`src/rtl/write_buffer.sv`:
```
// Posted-store write buffer: a circular queue drained one command at a time to memory.
// Entries retire only when memory signals completion; pending loads can probe for word overlap.
module write_buffer #(
  parameter int unsigned DEPTH = 4
) (
  input  logic        clock,
  input  logic        reset,
  input  logic        write,
  input  logic [2:0]  length,
  input  logic [31:0] addr,
  input  logic [31:0] data,
  output logic        busy,
  input  logic [31:0] query_addr,
  output logic        hazard,
  output logic        empty,
  output logic        overflow,
  input  logic        mem_busy,
  input  logic        mem_done,
  output logic        mem_write,
  output logic [2:0]  mem_length,
  output logic [31:0] mem_addr,
  output logic [31:0] mem_data
);

  localparam int unsigned PtrW = $clog2(DEPTH);
  localparam int unsigned CntW = PtrW + 1;

  typedef enum logic [1:0] {StIdle, StIssue, StWait} state_e;

  state_e          state_q, state_d;
  logic [PtrW-1:0] head_q, head_d;
  logic [PtrW-1:0] tail_q, tail_d;
  logic [CntW-1:0] count_q, count_d;
  logic            overflow_q, overflow_d;
  logic            mem_write_q, mem_write_d;

  logic [2:0]  len_mem  [DEPTH];
  logic [31:0] addr_mem [DEPTH];
  logic [31:0] data_mem [DEPTH];

  logic full, enq, ret;

  assign full = (count_q == CntW'(DEPTH));
  assign enq  = write && !full;
  assign ret  = (state_q == StWait) && mem_done;

  always_comb begin
    head_d      = head_q;
    tail_d      = tail_q;
    count_d     = count_q;
    state_d     = state_q;
    overflow_d  = overflow_q | (write & full);
    if (enq) tail_d = tail_q + 1'b1;
    if (ret) head_d = head_q + 1'b1;
    unique case ({enq, ret})
      2'b10:   count_d = count_q + 1'b1;
      2'b01:   count_d = count_q - 1'b1;
      default: count_d = count_q;
    endcase
    unique case (state_q)
      StIdle:  if (count_q != '0) state_d = StIssue;
      StIssue: if (!mem_busy) state_d = StWait;
      StWait:  if (mem_done) state_d = StIdle;
      default: state_d = StIdle;
    endcase
    mem_write_d = (state_d == StIssue);
  end

  always_ff @(posedge clock or negedge reset) begin
    if (!reset) begin
      state_q     <= StIdle;
      head_q      <= '0;
      tail_q      <= '0;
      count_q     <= '0;
      overflow_q  <= 1'b0;
      mem_write_q <= 1'b0;
    end else begin
      state_q     <= state_d;
      head_q      <= head_d;
      tail_q      <= tail_d;
      count_q     <= count_d;
      overflow_q  <= overflow_d;
      mem_write_q <= mem_write_d;
    end
  end

  // Storage is deliberately not reset; it is never exposed while the queue is empty.
  always_ff @(posedge clock) begin
    if (enq) begin
      len_mem[tail_q]  <= length;
      addr_mem[tail_q] <= addr;
      data_mem[tail_q] <= data;
    end
  end

  // Head is frozen from ISSUE through WAIT, so the command fields stay stable.
  always_comb begin
    mem_length = '0;
    mem_addr   = '0;
    mem_data   = '0;
    if (state_q != StIdle) begin
      mem_length = len_mem[head_q];
      mem_addr   = addr_mem[head_q];
      mem_data   = data_mem[head_q];
    end
  end

  always_comb begin
    logic [PtrW-1:0] idx;
    hazard = 1'b0;
    idx    = '0;
    for (int unsigned i = 0; i < DEPTH; i++) begin
      idx = head_q + PtrW'(i);
      if ((CntW'(i) < count_q) && (addr_mem[idx][31:2] == query_addr[31:2])) hazard = 1'b1;
    end
  end

  assign busy      = (count_q >= CntW'(DEPTH - 1));
  assign empty     = (count_q == '0) && (state_q == StIdle);
  assign overflow  = overflow_q;
  assign mem_write = mem_write_q;

endmodule
```
`config.mk`:
```
export PLATFORM = sky130hd
export DESIGN_NAME = write_buffer
export DESIGN_NICKNAME = d
export VERILOG_FILES = /design/src/rtl/write_buffer.sv
export SDC_FILE = /design/constraint.sdc
export NUM_CORES = 1
export LEC_CHECK = 0
export BUFFER_PORTS_ARGS = -buffer_cell sky130_fd_sc_hd__buf_4
export CAP_MARGIN = 20
export CORE_MARGIN = 2
export CORE_UTILIZATION = 31
export CTS_CLUSTER_DIAMETER = 30
export DETAILED_ROUTE_END_ITERATION = 12
export GPL_ROUTABILITY_DRIVEN = 0
export SLEW_MARGIN = 40
export SYNTH_ARGS = -nofsm -noshare
export SYNTH_HDL_FRONTEND = slang
export SYNTH_SLANG_ARGS = --single-unit
```
`constraint.sdc`:
```
create_clock -name clock -period 4.5 [get_ports clock]
set_clock_uncertainty 0.2 [all_clocks]
set_input_delay 0.45 -clock clock [delete_from_list [all_inputs] [get_ports clock]]
set_output_delay 0.45 -clock clock [all_outputs]
set_load 0.01 [all_outputs]
```
* Word level (Yosys, flattened, before mapping)
Memories as Yosys holds them, arrays and structs flattened.
Index checks and enable logic that the tools add are counted.
** Storage, ports and cells
- Bits in registers :: 11
- RAM bits :: 268
- Logic and storage cells :: 59
- Memories :: 3
** Memory list
- addr_mem :: words 4, bits a word 32, read ports 4, clocked after Yosys merged registers in 0, wr ports 1, RTL line 38 : logic [31:0] addr_mem [DEPTH];
- data_mem :: words 4, bits a word 32, read ports 1, clocked after Yosys merged registers in 0, wr ports 1, RTL line 39 : logic [31:0] data_mem [DEPTH];
- len_mem :: words 4, bits a word 3, read ports 1, clocked after Yosys merged registers in 0, wr ports 1, RTL line 37 : logic [2:0] len_mem [DEPTH];
** Operators by class
- Bitwise gates (word level) :: 2
- Order comparisons :: 5
- Eq/ne operators :: 10
- Reductions and logical operators :: 13
- $add $sub $neg :: 6
- Multiplexer cells :: 14
** Operator list (number)
- $eq A30 B30 Y1 :: 4
- $mux W32 :: 2
- $logic_and A1 B1 Y1 :: 7
- $eq A2 B1 Y1 const B :: 3
- $lt A1 B3 Y1 const A :: 2
- $lt A2 B3 Y1 const A :: 2
- $mux W1 :: 6
- $mux W2 :: 3
- $pmux W2 S3 :: 1
- $pmux W3 S2 :: 1
- $add A2 B1 Y2 const B :: 2
- $add A2 B2 Y2 const B :: 2
- $eq A2 B2 Y1 const B :: 2
- $reduce_bool A2 Y1 :: 2
- $add A3 B1 Y3 const B :: 1
- $eq A3 B3 Y1 const B :: 1
- $ge A3 B2 Y1 const B :: 1
- $logic_not A3 Y1 :: 1
- $mux W3 :: 1
- $reduce_bool A3 Y1 :: 1
- $sub A3 B1 Y3 const B :: 1
- $logic_not A2 Y1 :: 1
- $and A1 B1 Y1 :: 1
- $logic_not A1 Y1 :: 1
- $or A1 B1 Y1 :: 1

* Depth between registers and ports, before layout
Gate-level depths: netlist of the first run.
An unclocked memory read counts as a cell.
- Depth after elaboration :: 7
- Mapped depth :: 10

* Least setup slack after synthesis of the first run
OpenSTA, ideal clock, no wires.
- Path kind :: register to register
- Start :: register count_q[0]
- End :: memory addr_mem[0][0] (enable)
- Stages on the path, launching flop included :: 5
- Arrival time :: 2.734 ns
- Data required time :: 3.868 ns
- Slack :: 1.134 ns
- Buffers on the path :: 0
- Path through :: dfrtp_1 > inv_1 > ha_1 > a21boi_1 > and2_1
** On the way
- Word-level cells in the longest chain between the ends :: 5
** RTL lines
- start, declared :: RTL line 33 : logic [CntW-1:0] count_q, count_d;
- start signal, assigned :: RTL line 81 : count_q <= count_d;
- $eq A3 B3 Y1 :: RTL line 43 : assign full = (count_q == CntW'(DEPTH));
- $logic_not A1 Y1 :: RTL line 44 : assign enq = write && !full;
- $logic_and A1 B1 Y1 :: RTL line 44
- $mux W1 :: RTL line 89 : if (enq) begin
- $mux W1 (implied by the code) :: RTL line 91 : addr_mem[tail_q] <= addr;
- end, declared :: RTL line 38
No other way between the ends.

* Worst setup path after layout of the first run
- Start :: register head_q[1]
- End :: output hazard
** On the way
- Word-level cells in the longest chain between the ends :: 7
- Elaborated cells between the ends (all ways) :: 16
- Those cells by class :: 3 x add/sub; 4 x eq/ne; 4 x mux; 4 x reduce/logical; 1 x memory
** RTL lines
- start, declared :: RTL line 31 : logic [PtrW-1:0] head_q, head_d;
- start signal, assigned :: RTL line 72 : head_q <= '0;
- start signal, assigned :: RTL line 79 : head_q <= head_d;
- $add A2 B1 Y2 / $mem_v2 Z4 W32 (equally long branches)
- $mem_v2 Z4 W32 (*)
- $eq A30 B30 Y1 / $logic_and A1 B1 Y1 (equally long branches) :: RTL line 114 : if ((CntW'(i) < count_q) && (addr_mem[idx][31:2] == query_addr[31:2])) hazard = 1'b1;
- $logic_and A1 B1 Y1 / $mux W1 (equally long branches) :: RTL line 114
- $mux W1 (2 in a row) :: RTL line 114
- $mux W1 (*) :: RTL line 114
- end, declared :: RTL line 14 : output logic hazard,
Every way passes the cells marked *; elsewhere a longest branch is shown, timed or not.

==> out/results.ini, run 1 <==
[cts]
worstSkewPairLatency_ns=0.58
cts_tree=yes
cts-root-buf=clkbuf_16
htreeDepth=3
clk_pin_slew_ns=0.04
cts_num_sinks=279
cts_buffers=67
clock_path_buffers=3
cts_resized=0

[sta]
worst_pin_slew_ns=0.735
grt_setup_unrepaired=no
slew_headroom_pct=51.0
hold_ws_ns=0.0589
layout_setup_ws_ns=0.214
finalHoldViolCount=0
finalMaxSlewViolations=0
setup-tns-final_ns=0
min_period_ns=4.29
timing.final.crit_share_pct=95.2
timing.fmax_mhz=233
setup_viol=0

[finish]
drive_above_1_share_pct=39.1
nNetsFinal=1224
final_common_cell=edfxtp_1
mostFrequentLayoutCells=edfxtp_1 (268), buf_4 (194), mux4_2 (138), xor2_1 (84), dlygate4sd3_1 (72)
fin_util_pct=42.1
area_delta_synth_final_pct=34.5

[grt]
grt-busiest-layer=met2
grt_pass1_wl_um=56200
grtUsageMet1_pct=20.4
antenna_found_initial=6
globalRouteMet2Util_pct=25.2
grt_overflow_total=0
met3_usage_pct=5.07
grt_pass1_vias=9176
track_usage_pct=15.9
grt_max_degree=56

[worst_setup_path]
path_max_fanout=26
reg2reg_depth=5
cp.arrival_ns=3.64
endpoint_kind=output pin
critical_path_class=reg2out
r2r-end=data_mem[0][18]
required_ns=3.85
rrSetupSlack_ns=1.47
start_kind=flop
r2r-start=count_q[0]

[yosys]
synthDistinctLibCells=45
ys_async_sr_fraction_pct=3.94
ys.warnings.count=0
syn_nets=938
syn_area_um2=14500
ys_seq_area_share_pct=57.3
synthFlopType=edfxtp_1
yosys.area_share.xor_xnor_pct=7.17
synth_edf_count=268
synth-seq-cells=279
syn_avg_cell_area_um2=17.6
yosys.area_share.adder_pct=0.861
yosys.area_share.simple_pct=5.59
synthCells=824
synth_top_family_by_area=multiplexers
synth_compound_area_share_pct=1.61
synthMuxAreaShare_pct=24.7

[placed_design]
dp_hpwl_um=26200
port_buffers=173
dpl_worst_slack_ns=0.753

[routing]
dr.pass1.iters=5
wl_per_cell_um=21.6
ant_nets=0
dr_total_vias=8857
wl_um=38300
drc_errors=0
drt_iter0_drc=549
viasPerCell=4.99

[floorplan]
dieWidth_um=220
die-area_um2=48600
rows=79
die_y_um=220
core_um2=46400
io_pins=176
initial_core_util_pct=31.3

[hold_path]
worstHoldPathType=in2async

[power]
finalPower_w=0.0144
leakage_nw=6.94
ir_worst_vdd_mv=0.435
p_per_area_nw_per_um2=736

[flow_run]
drv_cap=0

[run_status]
status=complete, no violations

-- layout make-up --
type                    instances  area, um^2
repair buffers                275        2350
diodes                          5        12.5
clock buffers                  87        1840
fillers                      4116       26800
well taps                     607         759
clock inverters                35         389
flip-flops and latches        279        8330
inverters                       9        33.8
multi-input cells             478        5820
-- metal layers --
layer / share of wire, % / vias to the layer above / wire (um)
li1: - / 3949 / -
met1: 42 / 4522 / 16000
met2: 48 / 319 / 18300
met3: 8.0 / 65 / 3070
met4: 2.4 / 2 / 934
met5: 0.034 / - / 13
-- report_power, final --
group | total (W) | switching, W | leakage, nW | internal [W]
clock network | 0.00469 | 0.00148 | 1.07 | 0.00322
registers | 0.00381 | 0.000350 | 2.58 | 0.00346
logic | 0.00588 | 0.00295 | 3.28 | 0.00294
total | 0.0144 | 0.00477 | 6.94 | 0.00961
-- sequential cells by signal (all words and copies together), names as in the netlist --
signal and count:
state_q 2, len_mem 12, data_mem 128, mem_write 1, head_q 2, overflow 1
tail_q 2, count_q 3, addr_mem 128
-- metrics by stage --
step / instances / area, um^2
floorplan: 824 / 14500
global placement: 1574 / 16500
detailed placement: 1575 / 16600
CTS: 1769 / 19500
global route: 1772 / 19500
finish: 1775 / 19500
-- critical path, stage by stage (launching register included) --
cell and delay (ns):
dfrtp_4 0.68, buf_4 0.40, buf_4 0.36, mux4_2 0.38
xor2_1 0.18, nor4_1 0.28, nand4_1 0.20, o22ai_1 0.22
a311o_1 0.21, buf_4 0.15
-- how the worst max path moves through the flow --
stage / from / endpoint / slack [ns] / cells past startpoint
final: head_q[1] / hazard / 0.21 / 9
after CTS: head_q[0] / hazard / 0.13 / 8
after global routing: head_q[1] / hazard / 0.07 / 8
after floorplan: count_q[0] / addr_mem[0][0] / 1.13 / 4
after global placement: head_q[0] / hazard / 0.75 / 8
after detailed placement: head_q[0] / hazard / 0.75 / 8
-- logic make-up (layout without fill, tap and decap cells) --
kind of cell | after synthesis | count (layout)
flops | 279 | 279
compound gates | 33 | 33
mux | 177 | 177
fa+ha+maj | 10 | 10
xor+xnor | 119 | 119
simple gates | 139 | 139
other cells | 0 | 5
buf+inv | 67 | 406
-- synthesized netlist by cell type, types with 2 or more instances --
library cell / count / area share [%]
buf_2: 20 / 0.69
xnor2_1: 35 / 2.1
nor4_1: 20 / 0.86
xor2_1: 84 / 5.1
and2_1: 4 / 0.17
buf_1: 8 / 0.21
a221oi_1: 3 / 0.18
mux2i_1: 28 / 1.9
nand4_1: 14 / 0.60
nand2b_1: 2 / 0.086
o21ai_0: 7 / 0.24
clkbuf_1: 13 / 0.34
o22ai_1: 4 / 0.17
a31oi_1: 2 / 0.086
ha_1: 10 / 0.86
edfxtp_1: 268 / 55
nor2b_1: 67 / 2.9
nor3_1: 6 / 0.21
mux4_2: 138 / 21
dfrtp_1: 11 / 1.9
buf_4: 6 / 0.31
nand2_1: 7 / 0.18
inv_1: 9 / 0.23
mux2_2: 6 / 0.47
nor2_1: 16 / 0.41
a21oi_1: 5 / 0.17
buf_12: 2 / 0.28
mux4_1: 5 / 0.90
buf_6: 8 / 0.62
-- timing repair --
action	CTS	global route
buffers inserted	0	1
endpoints found under the setup margin	0	1
hold buffers	72	0
hold endpoints to repair	283	0
Note: power is estimated with default switching activity, not from simulation.
==> inputs of run 2 (changes only) <==
--- a/config.mk
+++ b/config.mk
@@ -8,10 +8,12 @@
 export BUFFER_PORTS_ARGS = -buffer_cell sky130_fd_sc_hd__buf_4
 export CAP_MARGIN = 20
 export CORE_MARGIN = 2
-export CORE_UTILIZATION = 31
+export CORE_UTILIZATION = 61
+export CTS_BUF_LIST = sky130_fd_sc_hd__clkbuf_4
 export CTS_CLUSTER_DIAMETER = 30
 export DETAILED_ROUTE_END_ITERATION = 12
 export GPL_ROUTABILITY_DRIVEN = 0
+export PLACE_DENSITY = 0.83
 export SLEW_MARGIN = 40
 export SYNTH_ARGS = -nofsm -noshare
 export SYNTH_HDL_FRONTEND = slang
==> run 2 against run 1 <==
  * Register-to-register slack better by 0.10 ns
  * First-iteration DRC count up 8.7%
  * Critical path type unchanged
  * Critical path depth unchanged
  * Routed wire length down 11%
  * Largest power group unchanged
  * Setup slack worse by 0.018 ns
  * Non-clock buffer count down 2
  * Combinational power down 2%
  * Sequential share of layout area up 4.1 points
  * Die area down 48%
  * Sequential power about the same
  * Final cell count down 16%
==> out/results.ini, run 2 (synthesis results as in run 1) <==
[grt]
globalRouteMet2Util_pct=46.9
grt_pass1_wl_um=51000
grt_pass1_vias=9261
track_usage_pct=27.6
met3_usage_pct=5.99
antenna_found_initial=1
grtUsageMet1_pct=35.0
grt_overflow_total=0
grt-busiest-layer=met2
grt_max_degree=41

[sta]
timing.final.crit_share_pct=95.7
setup-tns-final_ns=0
min_period_ns=4.30
finalHoldViolCount=0
grt_setup_unrepaired=no
worst_pin_slew_ns=0.589
slew_headroom_pct=60.7
hold_ws_ns=0.272
setup_viol=0
finalMaxSlewViolations=0
timing.fmax_mhz=232

[hold_path]
worstHoldPathType=reg2reg
hp-start=overflow

[flow_run]
drv_cap=0

[finish]
drive_above_1_share_pct=39.3
ff_latch_area_um2=8330
final.fill_count=1413
fin_area_um2=17800
finalNonFillerCells=1485
reg.largest.list=addr_mem (128), data_mem (128), len_mem (12)
multi_input_area_um2=5820
final_common_cell=edfxtp_1
nNetsFinal=1227
area_delta_synth_final_pct=22.6
mostFrequentLayoutCells=edfxtp_1 (268), buf_4 (189), mux4_2 (138), clkbuf_4 (92), xor2_1 (84)

[power]
leakage_nw=6.36
power_switching_w=0.00422
clkPwrFrac_pct=17.4
p_int_w=0.00736
finalPower_w=0.0116
ir_worst_vdd_mv=0.368
pwr-share-comb_pct=49.9
seq_power_share_pct=32.7
p_per_area_nw_per_um2=650
switching_share_pct=36.5

[routing]
dr.pass1.iters=8
wl_um=34000
viasPerCell=6.08
wl_per_cell_um=22.9
dr_total_vias=9036
ant_nets=0
drc_errors=0
drt_iter0_drc=597

[worst_setup_path]
path_max_fanout=29
start_kind=flop
path_common_cell=buf_4
cp.arrival_ns=3.65
r2r-start=count_q[0]
rrSetupSlack_ns=1.57
critical_path_class=reg2out
crit_start=head_q[1]
worst-path-buf-inv=3
path_cells=buf_12 -> buf_4 -> mux4_2 -> xor2_1 -> nor4_1 -> nand4_1 -> o22ai_1 -> a311o_1 -> buf_4
max_stage_delay_ns=0.64
crit_family=buffers and inverters
slowest_stage=dfrtp_4
endpoint_kind=output pin
required_ns=3.85

[placed_design]
placed_cell_area_um2=16200
port_buffers=173
place_inst=1283
dp_hpwl_um=22500

[cts]
clock_path_buffers=3
worstSkewPairLatency_ns=0.66
cts_buffers=72
cts-root-buf=clkbuf_4
clk_pin_slew_ns=0.06
htreeDepth=3
cts_tree=yes
cts_num_sinks=279
cts_resized=0

[floorplan]
io_pins=176
initial_core_util_pct=62.1
die_y_um=158
dieWidth_um=158
die-area_um2=25100
rows=56
core_um2=23400

[run_status]
status=complete, no violations

run 2: cell types whose count changed in the layout (fill, tap and decap cells not counted), moves of 2 or more:
cell,previous run,this run
diode_2,5,1
clkbuf_4,0,92
clkinv_1,8,22
buf_4,194,189
clkinvlp_4,4,2
clkbuf_16,71,0
inv_6,6,2
bufinv_16,6,0
clkbuf_1,16,0
clkinv_2,7,5
clkinv_8,2,0
run 2: final cells by class:
| type | count | area share [%] |
|---|---|---|
| Antenna cell | 1 | 0.0141 |
| Clock buffer | 92 | 3.88 |
| Clock inverter | 34 | 0.906 |
| Inverter | 9 | 0.190 |
| Multi-Input combinational cell | 478 | 32.7 |
| Sequential cell | 279 | 46.8 |
| Tap cell | 319 | 2.24 |
| Timing Repair Buffer | 273 | 13.3 |
run 2: power groups by stage:
stage	combinational, W	sequential, W	clock [W]
6_report	0.00578	0.00379	0.00201
5_1_grt	0.00617	0.00384	0.00218
4_1_cts	0.00567	0.00383	0.00202
3_5_place_dp	0.00558	0.00388	0
3_3_place_gp	0.00546	0.00385	0
2_1_floorplan	0.00401	0.00368	0
run 2: path summary, 6_finish.rpt:
kind                                         to  cells after the start
worst max-delay path                     hazard                      9
worst min-delay path                   overflow                      1
worst max register to register  addr_mem[1][16]                      5
worst min register to register         overflow                      1
max in group asynchronous             head_q[1]                      3
min in group asynchronous            count_q[0]                      3
run 2: routing by layer:
| layer | vias up | share of wire [%] |
|---|---|---|
| met5 | - | 0 |
| met4 | 0 | 3.5 |
| li1 | 3953 | - |
| met1 | 4590 | 38 |
| met2 | 407 | 51 |
| met3 | 86 | 6.7 |
run 2: worst reg2reg max path, cell delays in order, from the launching register on:
cell	delay (ns)
dfrtp_1	0.49
inv_1	0.11
ha_1	0.26
a21boi_1	0.51
and2_4	0.57
buf_4	0.44
run 2: stage by stage:
stage	util, %	setup WS (ns)
floorplan	-	1.13
global placement	68.7	0.809
detailed placement	69.2	0.802
CTS	75.9	0.0697
global route	76.1	0.0186
finish	76.1	0.196
run 2: repair_timing:
| item | in CTS | in global routing |
|---|---|---|
| hold buffers | 73 | 0 |
| endpoints found under the setup margin | 0 | 1 |
| setup buffers | 0 | 2 |
| endpoints found under the hold margin | 285 | 0 |
==> inputs of run 3 (changes only) <==
--- a/config.mk
+++ b/config.mk
@@ -8,12 +8,11 @@
 export BUFFER_PORTS_ARGS = -buffer_cell sky130_fd_sc_hd__buf_4
 export CAP_MARGIN = 20
 export CORE_MARGIN = 2
-export CORE_UTILIZATION = 61
-export CTS_BUF_LIST = sky130_fd_sc_hd__clkbuf_4
+export CORE_UTILIZATION = 59
 export CTS_CLUSTER_DIAMETER = 30
 export DETAILED_ROUTE_END_ITERATION = 12
 export GPL_ROUTABILITY_DRIVEN = 0
-export PLACE_DENSITY = 0.83
+export PLACE_DENSITY = 0.81
 export SLEW_MARGIN = 40
 export SYNTH_ARGS = -nofsm -noshare
 export SYNTH_HDL_FRONTEND = slang
==> run 3 against run 2 <==
  * Via count decreased by 2.0%
  * Sequential power increased by 2%
  * Die area increased by 3.3%
  * Count of clock-buffer cells in the layout decreased by 37
  * Sequential cell count unchanged
  * Global-route usage decreased by 0.35 points
  * Setup slack improved by 0.070 ns
  * Maximum frequency increased by 1.7%
  * Non-clock buffer count decreased by 4
  * Clock power increased by 90%
  * Critical path type unchanged
  * Highest routed layer unchanged
==> out/results.ini, run 3 (synthesis results as in run 1) <==
[run_status]
status=complete, no violations

[worst_setup_path]
slowest_stage=dfrtp_4
rrSetupSlack_ns=1.47
path_common_cell=nor4_1
required_ns=3.85
endpoint_kind=output pin
crit_start=head_q[0]
start_kind=flop
crit_family=simple AND/OR/NAND/NOR gates
reg2reg_depth=5
worst-path-stages=8
cp.arrival_ns=3.58
r2r-end=data_mem[1][4]
r2r-start=count_q[0]
critical_path_class=reg2out
max_stage_delay_ns=0.78
cp-endpoint=hazard
path_max_fanout=32
path_cells=buf_12 -> mux4_1 -> xor2_1 -> nor4_1 -> nand4_1 -> nor4_1 -> a311o_1 -> buf_4
worst-path-buf-inv=2

[sta]
slew_headroom_pct=57.5
setup-tns-final_ns=0
min_period_ns=4.23
timing.fmax_mhz=236
grt_setup_unrepaired=no
finalHoldViolCount=0
setup_viol=0
finalMaxSlewViolations=0
timing.final.crit_share_pct=94.1
layout_setup_ws_ns=0.266
worst_pin_slew_ns=0.637

[grt]
antenna_found_initial=0
grt-busiest-layer=met2
globalRouteMet2Util_pct=45.2
grt_overflow_total=0
grtUsageMet1_pct=35.7
met3_usage_pct=6.51
grt_max_degree=40
grt_pass1_vias=9315
grt_pass1_wl_um=53200
track_usage_pct=27.2

[routing]
drt_iter0_drc=800
drc_errors=0
dr.pass1.iters=5
ant_nets=0
viasPerCell=6.10
wl_um=34400
dr_total_vias=8857
wl_per_cell_um=23.7

[floorplan]
initial_core_util_pct=59.9
rows=57
io_pins=176
die_y_um=161
dieWidth_um=161
core_um2=24200
die-area_um2=25900

[cts]
htreeDepth=2
cts_tree=yes
clock_path_buffers=3
cts_buffers=51
cts-root-buf=clkbuf_16
cts_setup_buffers=0
worstSkewPairLatency_ns=0.55
cts_num_sinks=279
clk_pin_slew_ns=0.05

[finish]
nNetsFinal=1202
reg.largest.list=addr_mem (128), data_mem (128), len_mem (12)
n_antenna_cell=0
ff_latch_area_um2=8330
final.fill_count=1371
drive_above_1_share_pct=38.4
area_delta_synth_final_pct=28.5
multi_input_area_um2=5820
mostFrequentLayoutCells=edfxtp_1 (268), buf_4 (187), mux4_2 (138), xor2_1 (84), dlygate4sd3_1 (72)
final_common_cell=edfxtp_1

[power]
leakage_nw=6.70
p_per_area_nw_per_um2=717
ir_worst_vdd_mv=0.492

[flow_run]
drv_cap=0

[placed_design]
dpl_worst_slack_ns=0.836
port_buffers=173
dp_hpwl_um=22500

[hold_path]
worstHoldPathType=in2async

[run 3: changes by cell type in the layout (fill, tap and decap cells not counted), moves of 3 or more]
cell,change
bufinv_16,+6
clkinv_1,-14
inv_6,+7
clkbuf_16,+52
clkbuf_1,+3
clkbuf_4,-92
[run 3: metal layers]
| layer | vias to the layer above | wire [um] |
|---|---|---|
| met3 | 78 | 3120 |
| li1 | 3882 | - |
| met1 | 4460 | 12900 |
| met5 | - | 0 |
| met2 | 437 | 17300 |
| met4 | 0 | 1150 |
[run 3: layout make-up]
type	count	area share, %
well taps	324	2.17
repair buffers	269	12.5
clock buffers	55	7.03
flip-flops and latches	279	44.6
clock inverters	38	2.31
multi-input cells	478	31.2
inverters	9	0.181
[run 3: through the flow]
| stage | total power, W | cell area [um^2] | instances | hold slack [ns] | utilization, % |
|---|---|---|---|---|---|
| floorplan | 0.00769 | 14500 | 824 | -0.0456 | - |
| global placement | 0.00937 | 16200 | 1285 | 0.0932 | 66.6 |
| detailed placement | 0.00953 | 16200 | 1287 | 0.0932 | 66.8 |
| CTS | 0.0134 | 18700 | 1452 | 0.0764 | 77.0 |
| global route | 0.0140 | 18700 | 1452 | 0.0836 | 77.0 |
| finish | 0.0134 | 18700 | 1452 | 0.0896 | 77.0 |
[run 3: report_power, final]
part           leakage, nW  switching, W  internal [W]
logic                 3.27       0.00278       0.00294
registers             2.58      0.000397       0.00345
clock network        0.848       0.00133       0.00248
total                 6.70       0.00450       0.00888
[run 3: worst min path at each step]
| stage | to | cells after the start |
|---|---|---|
| after global placement | tail_q[1] | 1 |
| final | tail_q[0] | 2 |
| after floorplan | count_q[0] | 0 |
| after global routing | head_q[1] | 2 |
| after CTS | tail_q[0] | 2 |
| after detailed placement | tail_q[1] | 1 |
[run 3: what timing repair did]
action,CTS,global route
hold endpoints to repair,283,0
hold buffers,72,0
gates resized for setup,0,0
